$ cat config.mk
export PLATFORM = sky130hd
export DESIGN_NAME = mc_control
export DESIGN_NICKNAME = d
export VERILOG_FILES = /design/src/rtl/mc_pkg.sv /design/src/rtl/mc_control_decode.sv /design/src/rtl/mc_control.sv
export SDC_FILE = /design/constraint.sdc
export NUM_CORES = 1
export LEC_CHECK = 0
export ABC_CLOCK_PERIOD_IN_PS = 1500
export CAP_MARGIN = 20
export CELL_PAD_IN_SITES_DETAIL_PLACEMENT = 1
export CELL_PAD_IN_SITES_GLOBAL_PLACEMENT = 1
export CORE_ASPECT_RATIO = 0.7
export CORE_MARGIN = 5
export CORE_UTILIZATION = 24
export DETAILED_ROUTE_END_ITERATION = 8
export GPL_TIMING_DRIVEN = 1
export PLACE_DENSITY = 0.82
export SYNTH_ARGS = -nofsm -noshare
export SYNTH_HDL_FRONTEND = slang
export SYNTH_HIERARCHICAL = 1
export SYNTH_SLANG_ARGS = --single-unit
$ cat constraint.sdc
create_clock -name clk -period 1.5 [get_ports clk]
set_clock_uncertainty 0.15 [all_clocks]
set_input_delay 0.45 -clock clk [delete_from_list [all_inputs] [get_ports clk]]
set_output_delay 0.45 -clock clk [all_outputs]
set_load 0.01 [all_outputs]
$ cat src/rtl/mc_pkg.sv
// Shared types and encodings for the multicycle datapath controller.
// No logic: states, opcodes, mux-select encodings and the control bundle.
// Imported by the controller top and its output decoder.
package mc_pkg;

    // Controller states; FETCH must be the all-zero encoding (reset value).
    typedef enum logic [3:0] {
        ST_FETCH     = 4'd0,
        ST_DECODE    = 4'd1,
        ST_MEM_ADR   = 4'd2,
        ST_MEM_READ  = 4'd3,
        ST_MEM_WB    = 4'd4,
        ST_MEM_WRITE = 4'd5,
        ST_EXECUTE   = 4'd6,
        ST_R_WB      = 4'd7,
        ST_BRANCH    = 4'd8,
        ST_JUMP      = 4'd9,
        ST_ADDI_EX   = 4'd10,
        ST_ADDI_WB   = 4'd11,
        ST_ILLEGAL   = 4'd12
    } state_e;

    // Instruction opcodes (instruction_register[31:26]).
    localparam logic [5:0] OP_RTYPE = 6'b000000;
    localparam logic [5:0] OP_LW    = 6'b100011;
    localparam logic [5:0] OP_SW    = 6'b101011;
    localparam logic [5:0] OP_BEQ   = 6'b000100;
    localparam logic [5:0] OP_J     = 6'b000010;
    localparam logic [5:0] OP_ADDI  = 6'b001000;

    // ALU operation class.
    localparam logic [1:0] ALUOP_ADD   = 2'b00;
    localparam logic [1:0] ALUOP_SUB   = 2'b01;
    localparam logic [1:0] ALUOP_FUNCT = 2'b10;

    // ALU operand B select.
    localparam logic [1:0] SRCB_REG    = 2'b00;
    localparam logic [1:0] SRCB_FOUR   = 2'b01;
    localparam logic [1:0] SRCB_IMM    = 2'b10;
    localparam logic [1:0] SRCB_IMM_SH = 2'b11;

    // Next-PC source select.
    localparam logic [1:0] PCSRC_ALU    = 2'b00;
    localparam logic [1:0] PCSRC_ALUOUT = 2'b01;
    localparam logic [1:0] PCSRC_JUMP   = 2'b10;

    // Full set of datapath control lines driven by the decoder.
    typedef struct packed {
        logic       iord;
        logic       mem_read;
        logic       mem_write;
        logic       ir_write;
        logic       reg_dst;
        logic       mem_to_reg;
        logic       reg_write;
        logic       alu_src_a;
        logic       pc_write;
        logic       pc_write_cond;
        logic [1:0] alu_src_b;
        logic [1:0] alu_op;
        logic [1:0] pc_source;
    } ctl_t;

endpackage

$ cat src/rtl/mc_control_decode.sv
// Maps controller state (plus mem_ready/zero) to datapath control lines.
// Latency: purely combinational, same cycle as state and inputs.
// Backpressure: FETCH IR/PC writes follow mem_ready; en_i=0 forces all outputs low.
module mc_control_decode
    import mc_pkg::*;
(
    input  logic   en_i,
    input  state_e state_i,
    input  logic   mem_ready_i,
    input  logic   zero_i,
    output ctl_t   ctl_o,
    output logic   pc_en_o,
    output logic   illegal_op_o
);

    // Per-state control values; anything not set for a state stays 0.
    always_comb begin
        ctl_o        = '0;
        illegal_op_o = 1'b0;
        if (en_i) begin
            case (state_i)
                ST_FETCH: begin
                    ctl_o.mem_read  = 1'b1;
                    ctl_o.alu_src_b = SRCB_FOUR;
                    ctl_o.alu_op    = ALUOP_ADD;
                    ctl_o.pc_source = PCSRC_ALU;
                    // IR and PC only capture once the instruction word arrives.
                    ctl_o.ir_write  = mem_ready_i;
                    ctl_o.pc_write  = mem_ready_i;
                end
                ST_DECODE: begin
                    ctl_o.alu_src_b = SRCB_IMM_SH;
                    ctl_o.alu_op    = ALUOP_ADD;
                end
                ST_MEM_ADR, ST_ADDI_EX: begin
                    ctl_o.alu_src_a = 1'b1;
                    ctl_o.alu_src_b = SRCB_IMM;
                    ctl_o.alu_op    = ALUOP_ADD;
                end
                ST_MEM_READ: begin
                    ctl_o.mem_read = 1'b1;
                    ctl_o.iord     = 1'b1;
                end
                ST_MEM_WRITE: begin
                    ctl_o.mem_write = 1'b1;
                    ctl_o.iord      = 1'b1;
                end
                ST_MEM_WB: begin
                    ctl_o.mem_to_reg = 1'b1;
                    ctl_o.reg_write  = 1'b1;
                end
                ST_EXECUTE: begin
                    ctl_o.alu_src_a = 1'b1;
                    ctl_o.alu_src_b = SRCB_REG;
                    ctl_o.alu_op    = ALUOP_FUNCT;
                end
                ST_R_WB: begin
                    ctl_o.reg_dst   = 1'b1;
                    ctl_o.reg_write = 1'b1;
                end
                ST_ADDI_WB: begin
                    ctl_o.reg_write = 1'b1;
                end
                ST_BRANCH: begin
                    ctl_o.alu_src_a     = 1'b1;
                    ctl_o.alu_src_b     = SRCB_REG;
                    ctl_o.alu_op        = ALUOP_SUB;
                    ctl_o.pc_write_cond = 1'b1;
                    ctl_o.pc_source     = PCSRC_ALUOUT;
                end
                ST_JUMP: begin
                    ctl_o.pc_write  = 1'b1;
                    ctl_o.pc_source = PCSRC_JUMP;
                end
                ST_ILLEGAL: begin
                    illegal_op_o = 1'b1;
                end
                default: begin
                    ctl_o = '0;
                end
            endcase
        end
    end

    // PC load enable: unconditional write, or branch taken on ALU zero.
    assign pc_en_o = ctl_o.pc_write | (ctl_o.pc_write_cond & zero_i);

endmodule

$ cat src/rtl/mc_control.sv
// Multicycle CPU controller: state register and next-state logic.
// Latency: FETCH-to-FETCH lw 5, sw/R/addi 4, beq/j 3 cycles with mem_ready high.
// Backpressure: FETCH, MEM_READ and MEM_WRITE hold until mem_ready=1.
module mc_control
    import mc_pkg::*;
#(
    parameter bit HALT_ON_ILLEGAL = 1'b1
)
(
    input  logic       clk,
    input  logic       reset,
    input  logic [5:0] opcode,
    input  logic       mem_ready,
    input  logic       zero,
    output logic       IorD,
    output logic       MemRead,
    output logic       MemWrite,
    output logic       IRWrite,
    output logic       RegDst,
    output logic       MemtoReg,
    output logic       RegWrite,
    output logic       ALUSrcA,
    output logic       PCWrite,
    output logic       PCWriteCond,
    output logic [1:0] ALUSrcB,
    output logic [1:0] ALUOp,
    output logic [1:0] PCSource,
    output logic       pc_en,
    output logic       illegal_op,
    output logic [3:0] state_dbg
);

    state_e state_q, state_d;
    ctl_t   ctl;

    // State register; reset drops straight back to FETCH, aborting any access.
    always_ff @(posedge clk or negedge reset) begin
        if (!reset) begin
            state_q <= ST_FETCH;
        end else begin
            state_q <= state_d;
        end
    end

    // Next-state selection from current state, opcode and memory handshake.
    always_comb begin
        state_d = state_q;
        case (state_q)
            ST_FETCH: begin
                if (mem_ready) state_d = ST_DECODE;
            end
            ST_DECODE: begin
                case (opcode)
                    OP_LW, OP_SW: state_d = ST_MEM_ADR;
                    OP_RTYPE:     state_d = ST_EXECUTE;
                    OP_BEQ:       state_d = ST_BRANCH;
                    OP_J:         state_d = ST_JUMP;
                    OP_ADDI:      state_d = ST_ADDI_EX;
                    default:      state_d = ST_ILLEGAL;
                endcase
            end
            // Only lw/sw reach here; anything other than sw is treated as a load.
            ST_MEM_ADR:   state_d = (opcode == OP_SW) ? ST_MEM_WRITE : ST_MEM_READ;
            ST_MEM_READ: begin
                if (mem_ready) state_d = ST_MEM_WB;
            end
            ST_MEM_WRITE: begin
                if (mem_ready) state_d = ST_FETCH;
            end
            ST_EXECUTE:   state_d = ST_R_WB;
            ST_ADDI_EX:   state_d = ST_ADDI_WB;
            ST_MEM_WB,
            ST_R_WB,
            ST_ADDI_WB,
            ST_BRANCH,
            ST_JUMP:      state_d = ST_FETCH;
            ST_ILLEGAL: begin
                if (!HALT_ON_ILLEGAL) state_d = ST_FETCH;
            end
            default:      state_d = ST_FETCH;
        endcase
    end

    // Outputs are held low while reset is asserted via the decoder enable.
    mc_control_decode u_decode (
        .en_i         (reset),
        .state_i      (state_q),
        .mem_ready_i  (mem_ready),
        .zero_i       (zero),
        .ctl_o        (ctl),
        .pc_en_o      (pc_en),
        .illegal_op_o (illegal_op)
    );

    assign IorD        = ctl.iord;
    assign MemRead     = ctl.mem_read;
    assign MemWrite    = ctl.mem_write;
    assign IRWrite     = ctl.ir_write;
    assign RegDst      = ctl.reg_dst;
    assign MemtoReg    = ctl.mem_to_reg;
    assign RegWrite    = ctl.reg_write;
    assign ALUSrcA     = ctl.alu_src_a;
    assign PCWrite     = ctl.pc_write;
    assign PCWriteCond = ctl.pc_write_cond;
    assign ALUSrcB     = ctl.alu_src_b;
    assign ALUOp       = ctl.alu_op;
    assign PCSource    = ctl.pc_source;
    assign state_dbg   = state_q;

endmodule

# Word-level counts from Yosys, hierarchy flattened
# Cells that the tools add are included.
# word_totals
register_bits	4
# op_classes
n_mux	21
n_reduce_logical	9
n_eq_ne	20
bitwise_logic	3
# op_table
operator	count
case mux 4 bit (5 select lines)	2
case mux 4 bit (8 select lines)	1
== test 4 bit (second input constant)	5
== test 4 x 3 -> 1 bit (second input constant)	4
two-way mux 16 bit	1
== test 6 bit (second input constant)	2
two-way mux 4 bit	3
two-way mux 1 bit	11
== test 4 x 2 -> 1 bit (second input constant)	2
OR reduction 2 bit	4
== test 6 x 2 -> 1 bit (second input constant)	1
== test 6 x 3 -> 1 bit (second input constant)	1
== test 6 x 4 -> 1 bit (second input constant)	1
zero test 6 bit	1
!= test 2 bit (second input constant)	3
== test 4 x 1 -> 1 bit (second input constant)	1
zero test 4 bit	1
case mux 2 bit (2 select lines)	1
AND reduction 4 bit	1
OR reduction 4 bit	1
two-way mux 3 bit	1
OR reduction 3 bit	1
case mux 1 bit (2 select lines)	1
AND 1 bit	1
2 further kinds	2

# Depth between registers and ports, before layout
# Gate-level depths: netlist of the first run.
# depth
depth_word	6
mapped_depth	5
ltp_nobuf	4

# Hierarchy
# Netlist of the first run, hierarchy kept.
# modules_own_cells
mod	n_inst	cells_per_inst	area_each_um2
mc_control	1	47	401.6
mc_control_decode	1	39	245.2

# Worst setup path before layout of the first run
# Ideal clock, no wire load.
# synth_path
kind	register -> output
from	register state_q[3] (netlist: state_dbg[3])
to	output ALUSrcA
setup_slack_ns	-0.485
required_ns	0.900
t_arrival_ns	1.385
n_path_buf	1
path_stages_with_launch	3
cell_sequence	dfrtp_1 -> buf_2 -> a2111oi_0
# synth_via
elab_chain_cells	4
# synth_lines
item	line_no	text
from (decl)	mc_control.sv:33	state_e state_q, state_d;
from (signal assigned)	mc_control.sv:41	state_q <= state_d;
== test 4 x 2 -> 1 bit, or another cell as far along	mc_control_decode.sv:21	case (state_i)
OR reduction 4 bit (no line) (*)	n/a	
two-way mux 1 bit (*)	mc_control_decode.sv:21	
two-way mux 16 bit (*)	mc_control_decode.sv:20	if (en_i) begin
to (decl)	mc_control.sv:22	output logic ALUSrcA,
# Mark *: on every way between the ends. The rest lies on a longest branch, timed or not.

# Final worst setup path of the first run
# layout_path
from	register state_q[3] (netlist: state_dbg[3])
to	output RegWrite
# layout_via
elab_chain_cells	4
# layout_lines
item	line_no	text
== test 4 x 3 -> 1 bit / == test 4 bit (equally long branches)	mc_control_decode.sv:21	
OR reduction 3 bit (no line) (*)	n/a	
two-way mux 1 bit (*)	mc_control_decode.sv:21	
two-way mux 16 bit (*)	mc_control_decode.sv:20	
to (decl)	mc_control.sv:21	output logic RegWrite,
# Marks and branches as above.

==> impl_results.md, run 1 <==
- CTS root buf: clkbuf_8
- DRT Wirelength: 5100 um
- Setup slack, reg-to-reg: -0.53 ns
- Fin worst setup slack: -0.728 ns
- Die height: 53.4 um
- Initial antenna violation count: 0
- YS warnings: 6
- Maximum root-to-sink buffer count: 2
- Status: finished, violations left
- Post-Route Utilization: 63.6%
- Ys async rst share: 100%
- Fin nets: between 150 and 200
- Met2 GRT Util: 42.5%
- Core ar.: ~0.0025 sq mm
- PwrDens: approximately 1800 mW/mm^2
- Initial DRT Pass Iterations: 5
- Fraction of layout cells with a size suffix above 1: around 72%
- Post-synth cell types: 43
- Main area contributors after synthesis: dfrtp_1, nor3_1, nor2_1, xnor2_1, a211oi_2
- DIE AREA: 0.00385 sq mm
- CTS H-tree lvls: 1
- Crit path launch type: flop
- Clock share of power: 9.0%
- Global-route usage over all layers: 23.0%
- Sequential share of the synthesized area: 15.5%
- Total CTS buffers: 3
- Post-synth EDFFs: 0
- Mapped Cells: 86
- Worst-Margin Slew: 0.659 ns
- Comb pwr share: 83.1%
- Reg2reg end: state_dbg[1]$_DFFE_PN0P_
- Syn avg cell area: between 7 and 8 sq um
- Slew margin rel.: a little under three fifths
- CTS tree: yes
- Failing checks: negative setup slack
- Initial DRC count: 68
- Port Buffer Count: 31
- Launch point of the worst path: state_dbg[3]$_DFFE_PN0P_
- Flop pwr share: 7.9%
- Vias: ~1,100
- Post-layout min period: 2.23 ns
- Hold Crit Class: input port to asynchronous set/reset pin
- Met3 Use GR: 2.85%
- Max Cap Viol: 0
- Final Cycle Share: 149%
- # placed instances: 169
- Via density: 5.76
- Leakage: 0.000688 uW
- I/O pin count: 32
- Final setup viols: 26
- Critical Path End Type: primary output
- Worst IR drop on VDD: 0.00104 V
- Die Width: 72.1 um
- Grt ovf: 0
- Synth area leader: dfrtp_1
- Post-route setup TNS: -13.29 ns
- RSZ-0062 raised after global routing: yes
- Fillers: 278
- Synth Flop Type: dfrtp_1
- Clock-pin slew on the worst setup and hold paths: 0.04 ns
- Worst skew pair latency: 0.23 ns
- Hold Vio Cnt, Final: 0
- DR WL/cell: 25.9 um
- Switching Power: around 1300 uW
- Area share of the largest cell type after synthesis: 15.5%
- Vias in the first global route: 1,167
- Hpwl dp: between 2000 and 2500 um
- Finished Cell Area: 0.00160 sq mm
- First-pass GRT wire length: 6440 um
- Fmax: about 0.45 GHz
- Routing usage on met1: about 26%
- Worst EP arrival: around 1.6 ns
- GR peak layer: met2
- Max reg flops: 4
- Final cell count without fillers: between 150 and 200
- Routability cong.: 0.770
- Cell internal pwr: ~1500 uW
- CP Data Required Time: about 0.9 ns
- Std-Cell Rows: 15
- Antenna Nets Post-Route: 0
- Area Growth Syn to Fin: 147%
- DRC Markers: 0
- Syn nets: 96
- Largest net degree at the start of global routing: 14
- Final Power: about 2800 uW
- Mapped Area: 647 sq um
- Sw frac: a little under half
- R2r worst-path depth: 6
- Reg2Reg Launch Point: state_dbg[3]$_DFFE_PN0P_
- ANT cells: 0
- WS Path Type: flop to primary output
- Pins Over Slew Limit: 0
- Critical-path maximum fanout: 6
- Initial Util: 25.7%
- Sink Count: 4
- Number of synthesized register bits: 4
- DP Area: 0.00127 sq mm
==> worst max path at each step <==
stage	end	slack, ns
2_1_floorplan	PCWrite	-0.27
3_3_place_gp	PCWrite	-1.22
3_5_place_dp	MemRead	-1.23
4_1_cts	PCWrite	-0.62
5_1_grt	RegWrite	-0.78
6_report	RegWrite	-0.73
==> cell usage after synthesis (all sizes together) (2+ instances only) <==
cell type and number:
dfrtp 4, inv 5, nand3b 2, nor4b 2, nor3 9, nand3 2, xnor2 3, nor2 9
nand2 6, or4b 2, a211oi 3, or3b 2, nor2b 3, o21ai 4, buf 7, nand2b 2
nor4 2, a21oi 2
==> metal layers <==
layer | vias up | routed length (um) | part of all wire, %
li1 | 476 | - | -
met1 | 567 | 2060 | 40
met2 | 69 | 2460 | 48
met3 | 22 | 340 | 6.7
met4 | 0 | 237 | 4.7
met5 | - | 0 | 0
==> through the flow <==
step / setup slack, ns / hold WS [ns]
2_1_floorplan: -0.270 / 0.00441
3_3_place_gp: -1.22 / 0.613
3_5_place_dp: -1.23 / 0.632
4_1_cts: -0.625 / 0.137
5_1_grt: -0.781 / 0.186
6_report: -0.728 / 0.177
==> final cells by class <==
cell class	instances	area (sq um)	area share, %
tap	34	42.5	2.66
clock buffer	4	45.0	2.81
timing repair buffer	80	701	43.8
inverter	5	18.8	1.17
multi-input combinational	70	689	43.1
sequential	4	104	6.49
==> critical path, stage by stage, from the launching register on <==
cell,delay [ns]
dfrtp_2,0.47
buf_6,0.14
nand3b_1,0.26
buf_6,0.20
o32ai_2,0.13
buf_2,0.20
==> power groups by stage <==
stage / registers [uW] / logic, uW / clock network [uW]
after floorplan: 255 / 833 / 0
after global placement: 199 / 1450 / 0
after detailed placement: 203 / 1530 / 0
after CTS: 208 / 1920 / 253
after global routing: 228 / 2450 / 269
final: 224 / 2370 / 256
==> placed cells by master (no fill, tap or decap), drive strengths merged, types with 3 or more instances in the layout <==
cell type,netlist,routed
xnor2,3,3
nor2b,3,3
inv,5,5
nor2,9,9
dlygate4sd2,0,3
dfrtp,4,4
a211oi,3,3
nor3,9,9
buf,7,74
nand2,6,6
clkbuf,0,4
o21ai,4,4
==> cells by family after synthesis <==
group,after synthesis,synth area share (%)
buffers and inverters,12,11.0
muxes,1,1.55
AOI/OAI and AO/OA,22,26.9
DFF,4,15.5
and+or+nand+nor,43,39.6
xor gates and xnor gates,4,5.42
==> timing repair <==
item	in CTS	in global routing
pin swaps	12	8
resized for setup	145	19
setup buffers	18	9
setup endpoints to repair	26	26
hold buffers	0	0
Power figures use the tool's default switching activity.
==> run 2: changes to the inputs <==
--- a/config.mk
+++ b/config.mk
@@ -10,8 +10,9 @@
 export CELL_PAD_IN_SITES_DETAIL_PLACEMENT = 1
 export CELL_PAD_IN_SITES_GLOBAL_PLACEMENT = 1
 export CORE_ASPECT_RATIO = 0.7
-export CORE_MARGIN = 5
+export CORE_MARGIN = 3
 export CORE_UTILIZATION = 24
+export CTS_BUF_LIST = sky130_fd_sc_hd__clkbuf_16
 export DETAILED_ROUTE_END_ITERATION = 8
 export GPL_TIMING_DRIVEN = 1
 export PLACE_DENSITY = 0.82
==> impl_results.md, run 2 (synthesis results as in run 1) <==
- Worst EP arrival: 1.65 ns (+0.02 ns)
- Vias: 1,109 (-2.2%)
- CTS root buf: clkbuf_16
- RSZ-0062 raised after global routing: yes
- Sink Count: 4 (unchanged)
- Max Cap Viol: 0 (unchanged)
- DP Area: 0.00128 sq mm (+0.79%)
- Vias in the first global route: 1,075 (-7.9%)
- Hold Vio Cnt, Final: 0 (unchanged)
- Slew margin rel.: 78.3% (+23 points)
- Hpwl dp: 2530 um (+8.9%)
- Critical-path maximum fanout: 5 (-1)
- CTS tree: yes
- Fmax: 0.445 GHz (-0.89%)
- Core ar.: 0.00251 sq mm (unchanged)
- Routability cong.: 0.780 (+1.4%)
- DRC Markers: 0 (unchanged)
- # placed instances: 172 (+1.8%)
- Register cell area after layout: 104 sq um (unchanged)
- Initial DRC count: 69 (+1.5%)
- Initial DRT Pass Iterations: 4 (-1)
- Fillers: 274 (-1.4%)
- DIE AREA: 0.00336 sq mm (-13%)
- ANT cells: 0 (unchanged)
- CTS H-tree lvls: 1 (unchanged)
- Post-Route Utilization: 65.6% (+2.0 points)
- Worst IR drop on VDD: 0.000685 V (-34%)
- Maximum root-to-sink buffer count: 2 (unchanged)
- Global-route usage over all layers: 26.2% (+3.2 points)
- Post-layout min period: 2.25 ns (+0.0199 ns)
- Final cell count without fillers: 194 (-1.5%)
- Fraction of layout cells with a size suffix above 1: 73.1% (+1.3 points)
- Clock-pin slew on the worst setup and hold paths: 0.04 ns (about the same)
- Status: finished, violations left
- Grt ovf: 0 (unchanged)
- Leakage: 0.000686 uW (-0.27%)
- Initial antenna violation count: 0 (unchanged)
- DR WL/cell: 25.5 um (-1.4%)
- Failing checks: negative setup slack
- Area Growth Syn to Fin: 155%
- Fin nets: 171 (-1.7%)
- PwrDens: 1760 mW/mm^2 (-0.99%)
- Final setup viols: 26 (unchanged)
- Via density: 5.72 (-0.69%)
- Final Cycle Share: 150% (+1.3 points)
- Std-Cell Rows: 15 (unchanged)
- Multi-input logic area: 748 sq um (+8.5%)
- Initial Util: 25.7% (unchanged)
- WS Path Type: flop to primary output
- Setup slack, reg-to-reg: -0.51 ns (+0.02 ns)
- Most frequent cells in the layout: buf_4, buf_6, buf_2, nor2_1, nor3_4
- Hold Worst Slack: 0.224 ns (+0.0474 ns)
- Worst-Margin Slew: 0.317 ns (-0.342 ns)
- Pins Over Slew Limit: 0 (unchanged)
- CP Data Required Time: 0.90 ns (about the same)
- Max reg flops: 4 (unchanged)
- First-pass GRT wire length: 6200 um (-3.7%)
- I/O pin count: 32 (unchanged)
- Fin worst setup slack: -0.748 ns (-0.0199 ns)
- DRT Wirelength: 4950 um (-2.9%)
- Crit path launch type: flop
- Total CTS buffers: 3 (unchanged)
- Antenna Nets Post-Route: 0 (unchanged)
- Die height: 49.4 um (-7.5%)
- Worst skew pair latency: 0.24 ns (about the same)
- Die Width: 68.1 um (-5.6%)
- Port Buffer Count: 31 (unchanged)
- Hold Crit Class: input port to asynchronous set/reset pin
- Finished Cell Area: 0.00165 sq mm (+3.1%)
- Largest net degree at the start of global routing: 12 (-2)
- Critical Path End Type: primary output
- Most common cell after layout, fill and taps aside: buf_4
==> run 2: cell count changes in the layout (fill, tap and decap cells not counted), sizes merged <==
cell / change
dlygate4sd2: +1
clkinvlp: +1
buf: -5
==> run 2: layout make-up <==
type / instances / share of cell area (%)
clock inverters: 1 / 0.227
well taps: 34 / 2.58
inverters: 5 / 1.36
clock buffers: 3 / 4.55
repair buffers: 77 / 39.7
flip-flops and latches: 4 / 6.29
multi-input cells: 70 / 45.3
==> run 2: critical path, cell delays in order, from the launching register on <==
cell      delay (ns)
dfrtp_2         0.46
buf_6           0.15
nand3b_1        0.25
buf_4           0.21
nor3_2          0.16
buf_2           0.18
==> run 2: power by group <==
part	internal [uW]	switching, uW
Combinational	1070	1160
Clock	348	111
Sequential	154	65.9
==> run 2: path summary, 6_finish.rpt <==
kind,start,end,depth (start not counted)
min in group clk,state_dbg[1]$_DFFE_PN0P_,state_dbg[2]$_DFFE_PN0P_,2
worst min register to register,state_dbg[1]$_DFFE_PN0P_,state_dbg[2]$_DFFE_PN0P_,2
worst max-delay path,state_dbg[3]$_DFFE_PN0P_,RegDst,5
max in group asynchronous,reset,state_dbg[0]$_DFFE_PN0P_,3
worst min-delay path,reset,state_dbg[3]$_DFFE_PN0P_,3
worst max register to register,state_dbg[3]$_DFFE_PN0P_,state_dbg[0]$_DFFE_PN0P_,6
==> run 2: metrics by stage <==
stage	worst slack, ns	setup TNS [ns]	total power [uW]
after floorplan	-0.270	-3.75	1090
after global placement	-1.21	-22.69	1610
after detailed placement	-1.23	-23.85	1720
after CTS	-0.582	-10.84	2440
after global routing	-0.745	-13.03	2990
final	-0.748	-12.45	2910
==> run 2: timing repair <==
item / CTS / global route
pin swaps: 9 / 7
hold buffers: 0 / 0
endpoints found under the setup margin: 26 / 26
gates resized for setup: 128 / 34
buffers inserted: 12 / 9
==> run 2: routing by layer <==
metal  global-route usage, %  routed length (um)
met4                    11.6                 238
met1                    29.5                1850
met5                       0                   0
met3                    4.84                 286
met2                    46.6                2570
==> run 3: changes to the inputs <==
--- a/config.mk
+++ b/config.mk
@@ -6,7 +6,7 @@
 export NUM_CORES = 1
 export LEC_CHECK = 0
 export ABC_CLOCK_PERIOD_IN_PS = 1500
-export CAP_MARGIN = 20
+export CAP_MARGIN = 5
 export CELL_PAD_IN_SITES_DETAIL_PLACEMENT = 1
 export CELL_PAD_IN_SITES_GLOBAL_PLACEMENT = 1
 export CORE_ASPECT_RATIO = 0.7
==> results of run 3 <==
Same layout as run 2: the final DEF is identical, and so are final timing and power.
